===== src/rtl/banner_msg_loader_pkg.sv =====
// Shared types and constants for the banner message loader.
package banner_msg_loader_pkg;

  localparam int unsigned DIGIT_W      = 4;
  localparam int unsigned COUNT_W      = 5;
  localparam int unsigned DEFAULT_N    = 10;
  localparam int unsigned MAX_N        = 16;
  localparam logic [3:0]  DEFAULT_FILL = 4'h0;

  typedef enum logic [1:0] {
    ST_EMPTY = 2'd0,
    ST_FILL  = 2'd1,
    ST_FULL  = 2'd2,
    ST_SWAP  = 2'd3
  } state_t;

  function automatic logic valid_n(input int unsigned n);
    return (n >= 1) && (n <= MAX_N);
  endfunction

endpackage


===== src/rtl/banner_msg_loader_if.sv =====
// Digit write port plus published banner bus between the upstream source and the loader.
interface banner_msg_loader_if #(
  parameter int unsigned N = 10
);
  logic             wr_valid;
  logic             wr_ready;
  logic [3:0]       wr_data;
  logic             commit;
  logic             clear;
  logic [N*4-1:0]   data;
  logic [4:0]       count;
  logic             full;
  logic             busy;

  modport master (
    output wr_valid, wr_data, commit, clear,
    input  wr_ready, data, count, full, busy
  );

  modport slave (
    input  wr_valid, wr_data, commit, clear,
    output wr_ready, data, count, full, busy
  );
endinterface


===== src/rtl/banner_shadow_buf.sv =====
// N x 4-bit shadow register array: indexed digit write, parallel clear to FILL, flat read.
module banner_shadow_buf
  import banner_msg_loader_pkg::*;
#(
  parameter int unsigned N    = DEFAULT_N,
  parameter logic [3:0]  FILL = DEFAULT_FILL
) (
  input  logic                 clk,
  input  logic                 reset,
  input  logic                 wr_en,
  input  logic [COUNT_W-1:0]   wr_idx,
  input  logic [DIGIT_W-1:0]   wr_digit,
  input  logic                 clr,
  output logic [N*DIGIT_W-1:0] flat
);

  logic [DIGIT_W-1:0] mem [N];

  always_ff @(posedge clk or posedge reset) begin
    if (reset) begin
      for (int i = 0; i < int'(N); i++) mem[i] <= FILL;
    end else if (clr) begin
      for (int i = 0; i < int'(N); i++) mem[i] <= FILL;
    end else if (wr_en) begin
      for (int i = 0; i < int'(N); i++) begin
        if (wr_idx == COUNT_W'(i)) mem[i] <= wr_digit;
      end
    end
  end

  always_comb begin
    flat = '0;
    for (int i = 0; i < int'(N); i++) flat[i*DIGIT_W +: DIGIT_W] = mem[i];
  end

endmodule


===== src/rtl/banner_msg_loader.sv =====
// Collects banner digits into a shadow buffer and publishes them atomically on commit.
// Optional macro BANNER_AUTOCOMMIT_EN: filling the last digit starts the swap by itself.
module banner_msg_loader
  import banner_msg_loader_pkg::*;
#(
  parameter int unsigned N    = DEFAULT_N,
  parameter logic [3:0]  FILL = DEFAULT_FILL
) (
  input  logic                clk,
  input  logic                reset,
  banner_msg_loader_if.slave  bus
);

  if (!valid_n(N)) begin : g_bad_n
    $error("banner_msg_loader: N must be in 1..16");
  end

  state_t                 state, state_n;
  logic [COUNT_W-1:0]     count, count_n;
  logic [N*DIGIT_W-1:0]   data_q;
  logic [N*DIGIT_W-1:0]   shadow_flat;
  logic                   wr_ready_c;
  logic                   buf_wr, buf_clr, publish;

  banner_shadow_buf #(.N(N), .FILL(FILL)) u_shadow (
    .clk      (clk),
    .reset    (reset),
    .wr_en    (buf_wr),
    .wr_idx   (count),
    .wr_digit (bus.wr_data),
    .clr      (buf_clr),
    .flat     (shadow_flat)
  );

  // A pending clear or commit blocks the write so the three never collide on one edge.
  assign wr_ready_c = (state != ST_FULL) && (state != ST_SWAP) && !bus.clear && !bus.commit;

  always_ff @(posedge clk or posedge reset) begin
    if (reset) begin
      state  <= ST_EMPTY;
      count  <= '0;
      data_q <= {N{FILL}};
    end else begin
      state <= state_n;
      count <= count_n;
      if (publish) data_q <= shadow_flat;
    end
  end

  always_comb begin
    state_n = state;
    count_n = count;
    buf_wr  = 1'b0;
    buf_clr = 1'b0;
    publish = 1'b0;
    case (state)
      ST_SWAP: begin
        state_n = ST_EMPTY;
        count_n = '0;
        buf_clr = 1'b1;
        publish = 1'b1;
      end
      default: begin
        if (bus.clear) begin
          state_n = ST_EMPTY;
          count_n = '0;
          buf_clr = 1'b1;
        end else if (bus.commit) begin
          state_n = ST_SWAP;
        end else if (bus.wr_valid && wr_ready_c) begin
          buf_wr  = 1'b1;
          count_n = COUNT_W'(count + COUNT_W'(1));
          if (count_n == COUNT_W'(N)) begin
`ifdef BANNER_AUTOCOMMIT_EN
            state_n = ST_SWAP;
`else
            state_n = ST_FULL;
`endif
          end else begin
            state_n = ST_FILL;
          end
        end
      end
    endcase
  end

  assign bus.wr_ready = wr_ready_c;
  assign bus.data     = data_q;
  assign bus.count    = count;
  assign bus.full     = (state == ST_FULL);
  assign bus.busy     = (state == ST_SWAP);

endmodule

===== src/flat_wrapper.sv =====
// flat-port wrapper written by rule: the top's interface ports become plain ports
module banner_msg_loader_flat import banner_msg_loader_pkg::*;
#(
  parameter int unsigned N    = DEFAULT_N,
  parameter logic [3:0]  FILL = DEFAULT_FILL
)
  (clk, reset, bus_wr_valid, bus_wr_data, bus_commit, bus_clear, bus_wr_ready, bus_data, bus_count, bus_full, bus_busy);
  banner_msg_loader_if #(.N(N)) bus_i ();
  input  logic clk;
  input  logic reset;
  input wire logic [$bits(bus_i.wr_valid)-1:0] bus_wr_valid;
  input wire logic [$bits(bus_i.wr_data)-1:0] bus_wr_data;
  input wire logic [$bits(bus_i.commit)-1:0] bus_commit;
  input wire logic [$bits(bus_i.clear)-1:0] bus_clear;
  output wire logic [$bits(bus_i.wr_ready)-1:0] bus_wr_ready;
  output wire logic [$bits(bus_i.data)-1:0] bus_data;
  output wire logic [$bits(bus_i.count)-1:0] bus_count;
  output wire logic [$bits(bus_i.full)-1:0] bus_full;
  output wire logic [$bits(bus_i.busy)-1:0] bus_busy;
  assign bus_i.wr_valid = bus_wr_valid;
  assign bus_i.wr_data = bus_wr_data;
  assign bus_i.commit = bus_commit;
  assign bus_i.clear = bus_clear;
  assign bus_wr_ready = bus_i.wr_ready;
  assign bus_data = bus_i.data;
  assign bus_count = bus_i.count;
  assign bus_full = bus_i.full;
  assign bus_busy = bus_i.busy;
  banner_msg_loader #(.N(N), .FILL(FILL)) u_core (.clk(clk), .reset(reset), .bus(bus_i));
endmodule

===== config.mk =====
export PLATFORM = sky130hd
export DESIGN_NAME = banner_msg_loader_flat
export DESIGN_NICKNAME = d
export VERILOG_FILES = /design/src/rtl/banner_msg_loader_pkg.sv /design/src/rtl/banner_msg_loader_if.sv /design/src/rtl/banner_shadow_buf.sv /design/src/rtl/banner_msg_loader.sv /design/src/flat_wrapper.sv
export SDC_FILE = /design/constraint.sdc
export NUM_CORES = 1
export LEC_CHECK = 0
export ABC_AREA = 1
export BUFFER_PORTS_ARGS = -buffer_cell sky130_fd_sc_hd__buf_4
export CAP_MARGIN = 20
export CORE_ASPECT_RATIO = 0.9
export CORE_MARGIN = 2
export CORE_UTILIZATION = 40
export CTS_BUF_LIST = sky130_fd_sc_hd__clkbuf_8
export DETAILED_ROUTE_END_ITERATION = 8
export GPL_ROUTABILITY_DRIVEN = 0
export SLEW_MARGIN = 5
export SYNTH_ARGS = -nofsm -noshare
export SYNTH_HDL_FRONTEND = slang
export SYNTH_SLANG_ARGS = --single-unit

===== constraint.sdc =====
create_clock -name clk -period 2.67 [get_ports clk]
set_input_delay 0.267 -clock clk [delete_from_list [all_inputs] [get_ports clk]]
set_output_delay 0.267 -clock clk [all_outputs]
set_load 0.01 [all_outputs]

==> run summary, run 1 <==
Outcome - completed
Depth of the CTS H-tree - 3
Reg2reg setup slack - 1.05 ns
Post-Syn Nets - 399
Synth Register Bits - 87
Sw Ratio - 0.2950
Gate power share - 0.202
Pre-antenna DRT Iters - 4
Largest net degree at the start of global routing - 48
Pwr dens - 768.8 nW/µm²
NetSw - 0.9749 mW
Data required time of the worst path - 2.40 ns
MaxCap Viol Count - 0
Most common cell in the netlist - nand2_1
Synth cell types - 24
Initial DRC Count - 143
# setup viols final - 0
Final WL - 7.562 mm
Post-synth EDFFs - 0
Most common flop cell mapped by yosys - dfrtp_1
Clock latency on the worst-skew pair - 0.36 ns
CTS buffer count - 9
Fmax - 0.5420 GHz
# nets final - 458
Post-synthesis cell area - 3542 µm²
Dpl hpwl - 4.949 mm
Row cnt - 32
RSZ-0062 raised after global routing - no
Max rail drop VDD - 0.0003541 V
Root Driver - clkbuf_8
Port Buffers - 56
Via density per instance - 4.776
Area share of the largest cell type after synthesis - 0.6146
Post-cts sizing count - 0
Synth Warn # - 0
Routed length per instance - 13.31 µm
Vias in the first global route - 2661
Slew @ Worst Pin - 0.7222 ns
Footprint of the multi-input gates - 1257 µm²
Clock sink count - 87
Fin crit share - 0.6910
CP arrival - 1.58 ns
Sequential area share after synthesis - 0.6146
Grt ovf - 0
Clk pwr share - 0.287
Pint - 2.330 mW
Global-route wire length before repair - 12.94 mm
HP Class - in2async
Antenna viol nets, final - 0
Overall Global Routing Usage - 0.1741
Diode count - 0
Final Skew - 0.01304 ns
Crit path capture type - primary output
Hold Fails Final Rpt - 0
Reg area - 2177 µm²
Setup TNS - 0 ns
Post-synth top cells - 185 x nand2_1, 87 x dfrtp_1, 25 x o21ai_0, 20 x o21ai_1, 11 x inv_1
CTS clk-pin slew, worst paths - 0.09 ns
Syn_area_per_cell - 9.200 µm²
Initial Util - 0.4134
CORE AREA - 8568 µm²
Slew Limit Headroom - 0.5179
Initial antenna violation count - 0
Ratio of cells with drive above 1 in the final layout - 0.2071
CTS tree - yes
Async S/R FF share, synth - 1.000
Seq pwr share - 0.510
Fin. max-slew vios - 0
DRC Markers - 0
RR Endpoint - u_core.u_shadow.flat[29]$_DFFE_PP0P_
Number of hold buffers added after CTS - 0
Post-CTS Setup Repair Bufs - 0
Reg2reg start - u_core.bus.count[0]$_DFFE_PP0P_
CTS Buffer Depth - 2
Die area - 9626 µm²
Worst R2R Path Depth - 6
Die width - 103.2 µm
Static Leak - 2.235 nW
Top-Level Pins - 57
Synth Instances - 385
Fin crit period - 1.845 ns
Die Y - 93.28 µm
Setup ws final - 0.8250 ns
Setup CP Type - reg2out
Via count - 2713
Area Overhead vs Synth - 21.37%
Yosys top cell by area - dfrtp_1
Place WS - 1.094 ns
Filler Cell Count - 858
Max FO, Critical Path - 41
Dominant cells by area after synthesis - dfrtp_1 61%, nand2_1 20%, o21ai_0 3.5%
Startpoint types - flop
[power groups by stage]
stage | clock, mW | sequential (mW) | combinational, mW
detailed placement | 0 | 1.71 | 0.683
CTS | 0.975 | 1.69 | 0.685
floorplan | 0 | 1.76 | 0.285
global route | 1.02 | 1.72 | 0.760
finish | 0.949 | 1.69 | 0.669
global placement | 0 | 1.71 | 0.672
[layer usage]
metal,part of all wire,global-route usage
met5,0,0
met4,0.018,0.06689
met3,0.050,0.03961
met2,0.43,0.2614
met1,0.50,0.2458
[critical path, cell delays in order (launching register included)]
cell	delay, ns
dfrtp_1	0.44
nand2_2	0.08
inv_2	0.11
buf_4	0.37
buf_4	0.20
[cell type report]
| cell class | count | area share |
|---|---|---|
| timing repair buffer | 59 | 0.1059 |
| sequential | 87 | 0.5064 |
| inverter | 14 | 0.01251 |
| clock inverter | 6 | 0.01601 |
| multi-input combinational | 273 | 0.2925 |
| tap | 119 | 0.03463 |
| clock buffer | 10 | 0.03201 |
[placed cells by master, fill, tap and decap left out, types with 2 or more instances in the layout]
cell      synthesis  routed
inv_1            11      10
nand4_1           2       2
clkinv_2          0       2
o21ai_1          20      20
nand2_1         185     185
nor2_1            4       4
dfrtp_1          87      87
nor3_1            7       7
o21ai_0          25      25
nand3_1           6       6
buf_4             0      58
o22ai_1           3       3
clkbuf_8          0      10
ha_1              5       5
o21ai_2           5       5
clkinv_4          0       2
nand2_4           5       5
inv_2             3       3
[state kept, by name (all words and copies together) (netlist names)]
name and count:
u_core.u_shadow.flat 40, u_core.state 2, u_core.bus.data 40, u_core.bus.count 5
[cell families after synthesis]
family | count (synthesis) | synth area share
AO/OA/AOI/OAI | 55 | 0.08725
buffers and inverters | 25 | 0.03037
flip-flops | 87 | 0.6146
adder cells (fa/ha/maj) | 5 | 0.01766
AND/OR/NAND/NOR | 213 | 0.2501
[how the worst max path moves through the flow]
| stage | to | cells past startpoint | from | slack (ns) |
|---|---|---|---|---|
| global placement | u_core.u_shadow.flat[22]$_DFFE_PP0P_ | 7 | u_core.bus.count[1]$_DFFE_PP0P_ | 1.12 |
| detailed placement | u_core.u_shadow.flat[31]$_DFFE_PP0P_ | 6 | u_core.bus.count[0]$_DFFE_PP0P_ | 1.09 |
| CTS | bus_busy | 4 | u_core.state[1]$_DFFE_PP0P_ | 0.80 |
| finish | bus_busy | 4 | u_core.state[1]$_DFFE_PP0P_ | 0.82 |
| global route | bus_busy | 4 | u_core.state[1]$_DFFE_PP0P_ | 0.71 |
| floorplan | u_core.bus.count[0]$_DFFE_PP0P_ | 1 | reset | 0.15 |
[per-stage QoR]
step / utilization / power, mW / cell area, µm² / hold slack [ns] / cells
after floorplan: - / 2.048 / 3542 / 0.4171 / 385
after global placement: 0.4777 / 2.380 / 4093 / 0.4070 / 552
after detailed placement: 0.4777 / 2.396 / 4093 / 0.4179 / 552
after CTS: 0.5018 / 3.349 / 4299 / 0.03100 / 568
after global routing: 0.5018 / 3.501 / 4299 / 0.06296 / 568
final: 0.5018 / 3.305 / 4299 / 0.009122 / 568
Power figures use the tool's default switching activity.
==> run 2: changes to the inputs <==
--- a/config.mk
+++ b/config.mk
@@ -5,7 +5,7 @@
 export SDC_FILE = /design/constraint.sdc
 export NUM_CORES = 1
 export LEC_CHECK = 0
-export ABC_AREA = 1
+export ABC_AREA = 0
 export BUFFER_PORTS_ARGS = -buffer_cell sky130_fd_sc_hd__buf_4
 export CAP_MARGIN = 20
 export CORE_ASPECT_RATIO = 0.9
==> constraint.sdc (replaced) <==
create_clock -name clk -period 1.8 [get_ports clk]
set_input_delay 0.18 -clock clk [delete_from_list [all_inputs] [get_ports clk]]
set_output_delay 0.18 -clock clk [all_outputs]
set_load 0.01 [all_outputs]
==> run 2 against run 1 <==
Flip-flop and latch count unchanged. Area after synthesis is 5.4% higher. Critical path type unchanged. Largest power group unchanged. Routed wire length is 1.3% lower. Clock skew decreased by 0.0063 ns. Hold slack gained 0.18 ns. Power rose by 6.7%. Highest routed layer unchanged.
==> run summary, run 2 <==
Outcome - completed (unchanged)
MaxCap Viol Count - 0 (unchanged)
Pre-antenna DRT Iters - 4 (unchanged)
Yosys top cell by area - dfrtp_1 (unchanged)
Synth cell types - 34 (was 24)
CP arrival - 1.48 ns (was 1.58 ns)
Max FO, Critical Path - 25 (was 41)
Total power - 3.528 mW (was 3.305 mW)
Top layer in use - met4 (unchanged)
CTS tree - yes (unchanged)
Clock sink count - 87 (unchanged)
Post-synth EDFFs - 0 (unchanged)
Commonest cells after routing, fill and taps aside - 86 x dfrtp_1, 69 x buf_4, 49 x nand2_1, 41 x mux2i_1, 39 x mux2_2 (was 185 x nand2_1, 87 x dfrtp_1, 58 x buf_4, 25 x o21ai_0, 20 x o21ai_1)
Initial Util - 0.4110 (was 0.4134)
Slew Limit Headroom - 0.6847 (was 0.5179)
CTS clk-pin slew, worst paths - 0.09 ns (about the same)
Most common cell in the netlist - dfrtp_1 (was nand2_1)
Die area - 10120 µm² (was 9626 µm²)
Async S/R FF share, synth - 1.000 (unchanged)
Synth Register Bits - 87 (unchanged)
Area Overhead vs Synth - 23.29% (was 21.37%)
Final WL - 7.460 mm (was 7.562 mm)
Top-Level Pins - 57 (unchanged)
Hold Fails Final Rpt - 0 (unchanged)
Vias in the first global route - 2369 (was 2661)
# setup viols final - 0 (unchanged)
Crit path capture type - primary output (unchanged)
CTS Buffer Depth - 2 (unchanged)
Slew @ Worst Pin - 0.4730 ns (was 0.7222 ns)
Setup CP Type - reg2out (unchanged)
CORE AREA - 9084 µm² (was 8568 µm²)
Most common flop cell mapped by yosys - dfrtp_1 (unchanged)
Ratio of cells with drive above 1 in the final layout - 0.3876 (was 0.2071)
Synth Instances - 279 (was 385)
# nets final - 365 (was 458)
Dpl cells - 461 (was 552)
Post-CTS Setup Repair Bufs - 0 (unchanged)
Initial DRC Count - 79 (was 143)
Met3 WL post-DR - 299 µm (was 377 µm)
Antenna viol nets, final - 0 (unchanged)
Syn_area_per_cell - 13.38 µm² (was 9.200 µm²)
Fin. max-slew vios - 0 (unchanged)
Worst R2R Path Depth - 3 (was 6)
DR WL met2 - 3.271 mm (was 3.283 mm)
Fin crit period - 1.660 ns
Place WS - 0.1306 ns (was 1.094 ns)
Root Driver - clkbuf_8 (unchanged)
Reg2reg setup slack - 0.16 ns (was 1.05 ns)
Die width - 105.8 µm (was 103.2 µm)
Sequential area share after synthesis - 0.5831 (was 0.6146)
Routed length per instance - 15.61 µm (was 13.31 µm)
Startpoint types - flop (unchanged)
Die Y - 95.66 µm (was 93.28 µm)
Reg2reg start - u_core.bus.count[3]$_DFFE_PP0P_ (was u_core.bus.count[0]$_DFFE_PP0P_)
Cell Chain, Critical Path - nand2_1, buf_6, inv_1, buf_4 (was nand2_2, inv_2, buf_4, buf_4)
Clock latency on the worst-skew pair - 0.35 ns (was 0.36 ns)
Worst hold start - bus_clear
Via count - 2338 (was 2713)
Delay-heaviest family, CP - flip-flops (was buffers and inverters)
Pwr dens - 766.5 nW/µm² (was 768.8 nW/µm²)
Final Skew - 0.006698 ns (was 0.01304 ns)
Worst hold stages - 3
Post-synthesis cell area - 3734 µm² (was 3542 µm²)
Global-route wire length before repair - 12.70 mm (was 12.94 mm)
RSZ-0062 raised after global routing - no (unchanged)
Fmax - 0.6025 GHz
DRC Markers - 0 (unchanged)
Slowest Stage Delay on Critical Path - 0.52 ns (was 0.44 ns)
Static Leak - 2.526 nW (was 2.235 nW)
Worst hold slack - 0.1912 ns (was 0.009122 ns)
Dpl hpwl - 5.237 mm (was 4.949 mm)
Data required time of the worst path - 1.62 ns (was 2.40 ns)
Post-Syn Nets - 293 (was 399)
Largest net degree at the start of global routing - 33 (was 48)
Fin crit share - 0.9220
CTS buffer count - 9 (unchanged)
Synth Warn # - 0 (unchanged)
RR Endpoint - u_core.u_shadow.flat[27]$_DFFE_PP0P_ (was u_core.u_shadow.flat[29]$_DFFE_PP0P_)
Dominant cells by area after synthesis - dfrtp_1 58%, mux2_2 12%, mux2i_1 11% (was dfrtp_1 61%, nand2_1 20%, o21ai_0 3.5%)
CP bufs+invs - 3 (unchanged)
Min-Delay Endpoint - u_core.state[0]$_DFFE_PP0P_
Non-Filler Instances - 478 (was 568)
Setup ws final - 0.1403 ns (was 0.8250 ns)
Row cnt - 33 (was 32)
Initial antenna violation count - 0 (unchanged)
M1 wire length - 3.787 mm (was 3.765 mm)
Post-synth top cells - 87 x dfrtp_1, 49 x nand2_1, 41 x mux2i_1, 39 x mux2_2 (was 185 x nand2_1, 87 x dfrtp_1, 25 x o21ai_0, 20 x o21ai_1, 11 x inv_1)
Grt ovf - 0 (unchanged)
Worst path slowest cell - dfrtp_2 (was dfrtp_1)
Commonest non-fill, non-tap cell in the layout - dfrtp_1 (was nand2_1)
Setup TNS - 0 ns (unchanged)
HP Class - in2reg (was in2async)
Port Buffers - 56 (unchanged)
Diode count - 0 (unchanged)
Max rail drop VDD - 0.0004055 V (was 0.0003541 V)
Area share of the largest cell type after synthesis - 0.5831 (was 0.6146)
Overall Global Routing Usage - 0.1627 (was 0.1741)
Depth of the CTS H-tree - 3 (unchanged)
Via density per instance - 4.891 (was 4.776)
-- run 2: final cells by class --
cell class | count | area, µm²
repair buffers | 74 | 599.3
well taps | 122 | 152.6
flip-flops and latches | 87 | 2178
inverters | 4 | 18.77
clock inverters | 6 | 51.30
multi-input cells | 175 | 1465
clock buffers | 10 | 137.6
fillers | 814 | 4481
-- run 2: power breakdown --
group | internal (mW) | switching [mW] | leakage, nW
Clock | 0.555 | 0.714 | 0.0870
Combinational | 0.110 | 0.161 | 1.23
Sequential | 1.97 | 0.0181 | 1.21
Total | 2.64 | 0.893 | 2.53
-- run 2: worst min-delay path, stage by stage --
cell and delay, ns:
buf_4 0.15, a21oi_1 0.06, o211a_1 0.12
-- run 2: how the worst max path moves through the flow --
stage / startpoint / end / depth (start not counted)
2_1_floorplan: u_core.bus.count[0]$_DFFE_PP0P_ / u_core.state[0]$_DFFE_PP0P_ / 4
3_3_place_gp: u_core.bus.count[3]$_DFFE_PP0P_ / u_core.u_shadow.flat[3]$_DFFE_PP0P_ / 3
3_5_place_dp: u_core.bus.count[3]$_DFFE_PP0P_ / u_core.u_shadow.flat[3]$_DFFE_PP0P_ / 3
4_1_cts: u_core.state[1]$_DFFE_PP0P_ / bus_busy / 4
5_1_grt: u_core.state[1]$_DFFE_PP0P_ / bus_busy / 4
6_report: u_core.state[1]$_DFFE_PP0P_ / bus_busy / 4
-- run 2: kinds of logic after synthesis --
kind of cell    synth area share
simple gates              0.1036
fa+ha+maj                0.01676
xor+xnor                0.004693
buf+inv                  0.02681
flops                     0.5831
mux                       0.2366
compound gates           0.02849
-- run 2: per-stage QoR --
stage | cell area (µm²) | util
2_1_floorplan | 3737 | -
3_3_place_gp | 4390 | 0.4833
3_5_place_dp | 4390 | 0.4833
4_1_cts | 4593 | 0.5056
5_1_grt | 4603 | 0.5067
6_report | 4603 | 0.5067
-- run 2: timing repair --
item | CTS | global route
endpoints found under the hold margin | 11 | 0
hold buffers | 1 | 0
endpoints found under the setup margin | 1 | 15
resized for setup | 1 | 2
-- run 2: per-layer routing --
metal  up-vias  track usage
met4         0      0.05044
met1      1159       0.2345
met3        13      0.03896
met5         -            0
met2        49       0.2446
li1       1117            -
